$ cat config.mk
export PLATFORM = sky130hd
export DESIGN_NAME = alu_md_seq
export DESIGN_NICKNAME = d
export VERILOG_FILES = /design/src/rtl/alu_pkg.sv /design/src/rtl/alu_divider.sv /design/src/rtl/alu_md_seq.sv
export SDC_FILE = /design/constraint.sdc
export NUM_CORES = 1
export LEC_CHECK = 0
export CAP_MARGIN = 20
export CORE_MARGIN = 2
export CORE_UTILIZATION = 59
export CTS_CLUSTER_DIAMETER = 30
export DETAILED_ROUTE_END_ITERATION = 8
export PLACE_DENSITY = 0.84
export SYNTH_ARGS = -nofsm -noshare
export SYNTH_HDL_FRONTEND = slang
export SYNTH_SLANG_ARGS = --single-unit
export TNS_END_PERCENT = 50
$ cat constraint.sdc
create_clock -name clk_i -period 2.3 [get_ports clk_i]
set_clock_uncertainty 0.05 [all_clocks]
set_input_delay 0.345 -clock clk_i [delete_from_list [all_inputs] [get_ports clk_i]]
set_output_delay 0.345 -clock clk_i [all_outputs]
set_load 0.01 [all_outputs]
$ cat src/rtl/alu_pkg.sv
// Shared definitions for the alu_md_seq execute unit.
// Op indices, the md FSM state type and a one-hot check helper.
package alu_pkg;

  localparam int OP_W = 19;

  localparam int OP_ADD    = 0;
  localparam int OP_SLL    = 1;
  localparam int OP_SLT    = 2;
  localparam int OP_SLTU   = 3;
  localparam int OP_XOR    = 4;
  localparam int OP_SRL    = 5;
  localparam int OP_OR     = 6;
  localparam int OP_AND    = 7;
  localparam int OP_SUB    = 8;
  localparam int OP_SRA    = 9;
  localparam int OP_LUI    = 10;
  localparam int OP_MUL    = 11;
  localparam int OP_MULH   = 12;
  localparam int OP_MULHSU = 13;
  localparam int OP_MULHU  = 14;
  localparam int OP_DIV    = 15;
  localparam int OP_DIVU   = 16;
  localparam int OP_REM    = 17;
  localparam int OP_REMU   = 18;

  typedef enum logic [1:0] {
    IDLE,
    MUL,
    DIV
  } md_state_t;

  function automatic logic one_hot(input logic [OP_W-1:0] op);
    return (op != '0) && ((op & (op - 1'b1)) == '0);
  endfunction

endpackage

$ cat src/rtl/alu_divider.sv
// Iterative unsigned restoring divider, one quotient bit per cycle.
// start loads operands; done pulses one cycle after the last iteration.
module alu_divider #(
  parameter int XLEN = 32
) (
  input  logic            clk,
  input  logic            rst,
  input  logic            start,
  input  logic            abort,
  input  logic [XLEN-1:0] dividend,
  input  logic [XLEN-1:0] divisor,
  output logic            busy,
  output logic            done,
  output logic [XLEN-1:0] quotient,
  output logic [XLEN-1:0] remainder
);

  localparam int CW = $clog2(XLEN + 1);

  logic [CW-1:0]   cnt;
  logic [XLEN-1:0] dvs;
  logic [XLEN:0]   shifted;
  logic [XLEN:0]   diff;

  // diff[XLEN] set means the trial subtract borrowed
  always_comb begin
    shifted = {remainder, quotient[XLEN-1]};
    diff    = shifted - {1'b0, dvs};
  end

  always_ff @(posedge clk or posedge rst) begin
    if (rst) begin
      busy      <= 1'b0;
      done      <= 1'b0;
      cnt       <= '0;
      dvs       <= '0;
      quotient  <= '0;
      remainder <= '0;
    end else begin
      done <= 1'b0;
      if (abort) begin
        busy <= 1'b0;
      end else if (start) begin
        busy      <= 1'b1;
        cnt       <= CW'(XLEN);
        dvs       <= divisor;
        quotient  <= dividend;
        remainder <= '0;
      end else if (busy) begin
        quotient  <= {quotient[XLEN-2:0], ~diff[XLEN]};
        remainder <= diff[XLEN] ? shifted[XLEN-1:0]
                                : diff[XLEN-1:0];
        cnt       <= cnt - 1'b1;
        if (cnt == CW'(1)) begin
          busy <= 1'b0;
          done <= 1'b1;
        end
      end
    end
  end

endmodule

$ cat src/rtl/alu_md_seq.sv
// Registered EX-stage ALU with optional M-extension (ALU_MULDIV_EN).
// Base ops take 1 cycle, MUL* 2, DIV*/REM* XLEN+2; valid/ready both sides.
module alu_md_seq
  import alu_pkg::*;
#(
  parameter  int XLEN    = 32,
  localparam int SHAMT_W = $clog2(XLEN)
) (
  input  logic            clk_i,
  input  logic            rst_i,
  input  logic            valid_i,
  output logic            ready_o,
  input  logic [OP_W-1:0] op_i,
  input  logic [XLEN-1:0] op1_i,
  input  logic [XLEN-1:0] op2_i,
  input  logic            flush_i,
  output logic            valid_o,
  input  logic            ready_i,
  output logic [XLEN-1:0] result_o,
  output logic            err_o
);

  md_state_t state, next_state;

  logic               xfer;
  logic               legal;
  logic               load;
  logic               load_err;
  logic [XLEN-1:0]    load_res;
  logic [XLEN-1:0]    base_res;
  logic [SHAMT_W-1:0] shamt;

  assign ready_o = (state == IDLE) && (!valid_o || ready_i) && !flush_i;
  assign xfer    = valid_i && ready_o;
  assign shamt   = op2_i[SHAMT_W-1:0];

`ifdef ALU_MULDIV_EN
  assign legal = one_hot(op_i);
`else
  assign legal = one_hot(op_i) && (|op_i[OP_LUI:0]);
`endif

  always_comb begin
    base_res = '0;
    if (legal) begin
      unique case (1'b1)
        op_i[OP_ADD]:  base_res = op1_i + op2_i;
        op_i[OP_SLL]:  base_res = op1_i << shamt;
        op_i[OP_SLT]:  base_res = {{(XLEN-1){1'b0}},
                                   $signed(op1_i) < $signed(op2_i)};
        op_i[OP_SLTU]: base_res = {{(XLEN-1){1'b0}}, op1_i < op2_i};
        op_i[OP_XOR]:  base_res = op1_i ^ op2_i;
        op_i[OP_SRL]:  base_res = op1_i >> shamt;
        op_i[OP_OR]:   base_res = op1_i | op2_i;
        op_i[OP_AND]:  base_res = op1_i & op2_i;
        op_i[OP_SUB]:  base_res = op1_i - op2_i;
        op_i[OP_SRA]:  base_res = $unsigned($signed(op1_i) >>> shamt);
        op_i[OP_LUI]:  base_res = op1_i;
        default:       base_res = '0;
      endcase
    end
  end

`ifdef ALU_MULDIV_EN
  localparam logic [XLEN-1:0] MOST_NEG = {1'b1, {(XLEN-1){1'b0}}};

  logic              is_mul, is_div, div_sgn, rem_op;
  logic              s1, s2, mh_s1, mh_s2;
  logic              div_zero, div_ovf, fast, start;
  logic              div_busy, div_done;
  logic              hi_r, neg_q_r, neg_r_r, rem_r;
  logic [XLEN-1:0]   mag1, mag2, fast_res, quo, rem, div_res;
  logic [2*XLEN-1:0] mprod, prod_r;

  assign is_mul  = |op_i[OP_MULHU:OP_MUL];
  assign is_div  = |op_i[OP_REMU:OP_DIV];
  assign div_sgn = op_i[OP_DIV] | op_i[OP_REM];
  assign rem_op  = op_i[OP_REM] | op_i[OP_REMU];
  assign s1      = div_sgn & op1_i[XLEN-1];
  assign s2      = div_sgn & op2_i[XLEN-1];
  assign mag1    = s1 ? -op1_i : op1_i;
  assign mag2    = s2 ? -op2_i : op2_i;

  assign div_zero = (op2_i == '0);
  assign div_ovf  = div_sgn && (op1_i == MOST_NEG) && (op2_i == '1);
  assign fast     = div_zero || div_ovf;
  // overflow quotient equals the dividend itself (most-negative)
  assign fast_res = div_zero ? (rem_op ? op1_i : '1)
                             : (rem_op ? '0 : op1_i);
  assign start    = xfer && legal && is_div && !fast;

  // sign-extend to 2*XLEN so a plain product gives every signedness mix
  assign mh_s1 = (op_i[OP_MULH] | op_i[OP_MULHSU]) & op1_i[XLEN-1];
  assign mh_s2 = op_i[OP_MULH] & op2_i[XLEN-1];
  assign mprod = {{XLEN{mh_s1}}, op1_i} * {{XLEN{mh_s2}}, op2_i};

  assign div_res = rem_r ? (neg_r_r ? -rem : rem)
                         : (neg_q_r ? -quo : quo);

  always_ff @(posedge clk_i or posedge rst_i) begin
    if (rst_i) begin
      prod_r  <= '0;
      hi_r    <= 1'b0;
      neg_q_r <= 1'b0;
      neg_r_r <= 1'b0;
      rem_r   <= 1'b0;
    end else if (xfer) begin
      prod_r  <= mprod;
      hi_r    <= !op_i[OP_MUL];
      neg_q_r <= s1 ^ s2;
      neg_r_r <= s1;
      rem_r   <= rem_op;
    end
  end

  alu_divider #(
    .XLEN(XLEN)
  ) u_div (
    .clk       (clk_i),
    .rst       (rst_i),
    .start     (start),
    .abort     (flush_i),
    .dividend  (mag1),
    .divisor   (mag2),
    .busy      (div_busy),
    .done      (div_done),
    .quotient  (quo),
    .remainder (rem)
  );

  always_comb begin
    next_state = state;
    load       = 1'b0;
    load_res   = '0;
    load_err   = 1'b0;
    unique case (state)
      IDLE: begin
        if (xfer) begin
          if (!legal) begin
            load     = 1'b1;
            load_err = 1'b1;
          end else if (is_mul) begin
            next_state = MUL;
          end else if (is_div && fast) begin
            load     = 1'b1;
            load_res = fast_res;
          end else if (is_div) begin
            next_state = DIV;
          end else begin
            load     = 1'b1;
            load_res = base_res;
          end
        end
      end
      MUL: begin
        next_state = IDLE;
        load       = 1'b1;
        load_res   = hi_r ? prod_r[2*XLEN-1:XLEN] : prod_r[XLEN-1:0];
      end
      DIV: begin
        if (div_done) begin
          next_state = IDLE;
          load       = 1'b1;
          load_res   = div_res;
        end else if (!div_busy) begin
          next_state = IDLE;
        end
      end
      default: next_state = IDLE;
    endcase
    if (flush_i) next_state = IDLE;
  end
`else
  always_comb begin
    next_state = IDLE;
    load       = xfer;
    load_res   = legal ? base_res : '0;
    load_err   = !legal;
  end
`endif

  always_ff @(posedge clk_i or posedge rst_i) begin
    if (rst_i) state <= IDLE;
    else       state <= next_state;
  end

  // a held result only clears when consumed or replaced
  always_ff @(posedge clk_i or posedge rst_i) begin
    if (rst_i) begin
      valid_o  <= 1'b0;
      result_o <= '0;
      err_o    <= 1'b0;
    end else if (flush_i) begin
      valid_o <= 1'b0;
    end else if (load) begin
      valid_o  <= 1'b1;
      result_o <= load_res;
      err_o    <= load_err;
    end else if (ready_i) begin
      valid_o <= 1'b0;
    end
  end

endmodule

==> summary.txt, run 1 <==
Floorplan
  • Initial Util: 60.4%
  • Die X-Extent: approximately 140 um
  • I/O pins: approximately 120
  • Std-Cell Rows: 48
  • Chip height: roughly 140 um

Placement
  • Hpwl dp: 47000 um
  • RePlAce Congestion: 1.30
  • I/O Buffers: 122

Synthesis
  • Async SR Flop Fraction: 100%
  • Cell variety after synth: 72
  • Avg Cell Area, Syn: 6.95 um^2
  • Mapped Cells: approximately 1500
  • Synth Register Bits: 34
  • Post-Syn Area: 10400 um^2
  • Syn Nets: 1698
  • Warnings from Yosys: 0
  • EDFF count, synth: 0
  • Synth Flop Type: dfrtp_1
  • Register area share after synthesis: about 8.1%

Clocking
  • Bufs on Longest Clock Path: 2
  • Cts bufs inserted: 5
  • # clock sinks: 34
  • Setup Fix Bufs, Post-CTS: 50
  • Hold_buf cts: 0
  • Root Buffer: clkbuf_16
  • Post-CTS sizing: 384
  • H-tree depth: 2

Run status
  • Stop stage: clock tree synthesis (4_1_cts)
  • Status: aborted with a tool error
  • Error: [ERROR DPL-0033] detailed placement checks failed during check placement.
metrics by stage:
step | hold WS, ns | instance area (um^2) | instances | setup slack (ns)
2_1_floorplan | 0.361 | 10700 | 1503 | -0.834
3_3_place_gp | 0.413 | 15300 | 2217 | -1.33
3_5_place_dp | 0.436 | 15300 | 2217 | -1.52
cells by family after synthesis:
group | Yosys count | share of synthesized area [%]
compound gates | 532 | 34.0
xor+xnor | 17 | 1.43
fa+ha+maj | 108 | 13.1
buf+inv | 218 | 7.91
flops | 34 | 8.15
mux | 140 | 15.7
simple gates | 454 | 19.7
Yosys cell counts (12+ instances only):
master    count  area [um^2]
nor2_1      148          556
nand2_1     143          537
a21oi_1     132          661
ha_1        105         1310
o21ai_0     105          526
inv_1        99          372
clkbuf_1     92          345
mux2i_1      91          911
nor3_1       40          200
a211oi_1     35          263
dfrtp_1      34          851
a221oi_1     33          289
mux2_2       33          372
nand3_1      28          140
o211ai_1     23          173
o22ai_1      23          144
a22oi_1      19          143
buf_1        16         60.1
mux4_2       16          360
nand4_1      16          100
o31ai_1      16          120
xnor2_1      15          131
nand2b_1     13         81.3
nor2b_1      13         81.3
nor4_1       13         81.3
o21bai_1     13         97.6
a21o_1       12         90.1
o221ai_1     12          105
==> inputs of run 2 (changes only) <==
Settings changed: CORE_UTILIZATION 59 to 40, CTS_CLUSTER_DIAMETER 30 to default, PLACE_DENSITY 0.84 to default, PLACE_DENSITY_LB_ADDON from default to 0.15.
==> summary.txt, run 2 <==
Run status
  • Status: finished with violations
  • Failing checks: setup timing

STA
  • Setup violations, final: 33
  • Fmax: 347 MHz
  • Worst Tran Pin Value: 0.549 ns
  • Tcrit/Tclk final: 125%
  • Final Hold Slack: 0.426 ns
  • Final WS setup: -0.579 ns
  • Final Max Tran Viols: 0
  • RSZ-0062 raised after global routing: yes
  • Hold Vio Cnt, Final: 0
  • Worst rel slew slack: 62.3%
  • Setup_tns: -15.00 ns
  • Fin crit period: ~2.9 ns

Clocking
  • Root Buffer: clkbuf_16
  • Cts bufs inserted: 5
  • H-tree depth: 2
  • Bufs on Longest Clock Path: 2
  • CTS tree: done
  • Later-pin clock latency in the skew report: 0.29 ns
  • Clock Pin Slew Worst Setup and Hold Paths: 0.06 ns
  • Hold_buf cts: 0
  • # clock sinks: 34

Detailed routing
  • Vias per cell: ~6.3
  • Routed length per instance: 25.7 um
  • Pre-antenna DRT Iters: 7
  • DRC viols: 0
  • Via count: 15300
  • Starting DRC count in detailed routing: 2192
  • Post-DRT Antenna Nets: 0
  • Total wire length: 62100 um

Placement
  • Hpwl dp: around 50000 um
  • Post-place setup slack: -1.49 ns
  • I/O Buffers: 122
  • Placed cell count: around 2400
  • Placed inst area: between 15000 and 20000 um^2
  • RePlAce Congestion: between 1 and 1.5

Critical path
  • Critical path arrival: 3.06 ns
  • Worst Path Class, Setup: in -> reg
  • WP data required: 2.48 ns
  • CP Max Fanout: 3
  • Startpoint type of the worst setup path: primary input
  • CP Cell Sequence: buf_8 -> nor4_4 -> nand3_2 -> or4_4 -> or4_4 -> nor4_4 -> a21o_1 -> and4b_2 -> or4b_1 -> nand4_1
  • Worst Setup End Kind: flop
  • Slowest cell on crit path: or4_4
  • Max stage delay on crit path: 0.57 ns

Layout
  • Post-Route Utilization: 67.5%
  • Max reg flops: 32
  • Fill count: approximately 2300
  • Leading cell type in the layout, fill and taps excluded: buf_4
  • P&R area growth vs syn: 67.0%
  • Design area: roughly 17000 um^2
  • Most flops, register: result_o
  • Share of layout cells above drive strength 1: between 40% and 50%
  • Layout Nets: 2278
  • Most frequent cells in the layout: buf_4 (534), nor2_1 (140), nand2_1 (140)
  • Final cell count without fillers: 2420
  • Biggest regs: result_o: 32 flops, err_o: 1 flops, valid_o: 1 flops

Global route
  • Largest net degree at the start of global routing: 90
  • Global-route wire length before repair: 91400 um
  • Vias in the first global route: roughly 15000
  • Tot GR Track Use: 44.9%
  • GRT overflow: 0
  • Initial antenna violation count: 3

Power and ir drop
  • Power consumption: 5.79 mW
  • Power density over the cells: 332 nW/um^2
  • Pleak: 8.02 nW
  • Maximum VDD drop: 288 uV

Synthesis
  • Syn Nets: around 1700
  • Synth Flop Type: dfrtp_1
  • Cell variety after synth: between 70 and 80
  • Post-synth top cells: nor2_1 (148), nand2_1 (143), a21oi_1 (132)
  • Mapped Cells: 1503
  • Area leader, netlist: ha_1
  • Register area share after synthesis: around 8%
  • Post-Syn Area: 10400 um^2
  • Synth Register Bits: 34
  • Async SR Flop Fraction: 100%
  • Top post-synthesis cells by area: ha_1 (13%), mux2i_1 (8.7%), dfrtp_1 (8.1%)
  • Warnings from Yosys: 0
  • Avg Cell Area, Syn: 6.95 um^2
  • Most numerous cell in the Yosys netlist: nor2_1
  • Top cell type's share of synthesized area: 12.6%
  • EDFF count, synth: 0

Floorplan
  • Die area: 27400 um^2
  • Initial Util: 40.4%
  • Core footprint: 25800 um^2
  • I/O pins: around 120
  • Std-Cell Rows: 59
  • Chip height: ~170 um
  • Die X-Extent: about 170 um

Job
  • Max_cap viols: 0

Hold path
  • Hold crit path type: in -> async
run 2: path summary, 6_finish.rpt:
kind	start	to	slack (ns)	cells after the start
min in group clk_i	result_o[6]$_DFFE_PP0P_	result_o[6]$_DFFE_PP0P_	0.43	1
setup reg to reg	valid_o$_DFFE_PP0P_	result_o[11]$_DFFE_PP0P_	-0.14	10
setup / recovery	op_i[0]	result_o[30]$_DFFE_PP0P_	-0.58	10
hold reg to reg	result_o[6]$_DFFE_PP0P_	result_o[6]$_DFFE_PP0P_	0.43	1
max in group asynchronous	rst_i	result_o[11]$_DFFE_PP0P_	1.42	3
hold / removal	rst_i	result_o[7]$_DFFE_PP0P_	0.43	3
run 2: area by class of cell:
| type | instances | area, um^2 | area share, % |
|---|---|---|---|
| clock buffers | 5 | 125 | 0.718 |
| diodes | 1 | 2.50 | 0.0144 |
| repair buffers | 687 | 5640 | 32.4 |
| well taps | 335 | 419 | 2.40 |
| inverters | 104 | 409 | 2.35 |
| flip-flops and latches | 34 | 851 | 4.88 |
| clock inverters | 3 | 45.0 | 0.258 |
| multi-input cells | 1251 | 9940 | 57.0 |
run 2: power breakdown:
| part | total (mW) | internal (mW) | switching (mW) |
|---|---|---|---|
| logic | 4.38 | 2.01 | 2.37 |
| registers | 0.600 | 0.599 | 0.000528 |
| clock network | 0.808 | 0.511 | 0.297 |
run 2: critical path: cells and delay by family:
| family | cells | cell delay [ns] |
|---|---|---|
| buffers and inverters | 1 | 0.10 |
| and+or+nand+nor | 8 | 2.48 |
| AOI/OAI and AO/OA | 1 | 0.13 |
run 2: repair_timing:
| action | in CTS | in global routing |
|---|---|---|
| pin swaps | 70 | 30 |
| gates cloned | 1 | 0 |
| buffers inserted | 24 | 1 |
| endpoints found under the setup margin | 33 | 33 |
| gates resized for setup | 266 | 91 |
run 2: per-layer routing:
layer / global-route usage [%] / up-vias / wire length, um
met5: 0 / - / 10
met4: 26.8 / 2 / 4570
met3: 11.4 / 255 / 7260
met2: 67.9 / 1049 / 26200
met1: 57.5 / 7235 / 24000
li1: - / 6779 / -
run 2: cell families after synthesis:
logic type	Yosys count	synth area share (%)
AOI/OAI and AO/OA	532	34.0
and+or+nand+nor	454	19.7
buffers and inverters	218	7.91
muxes	140	15.7
adders and majority gates	108	13.1
DFF	34	8.15
xor gates and xnor gates	17	1.43
(Power assumes the default switching activity.)
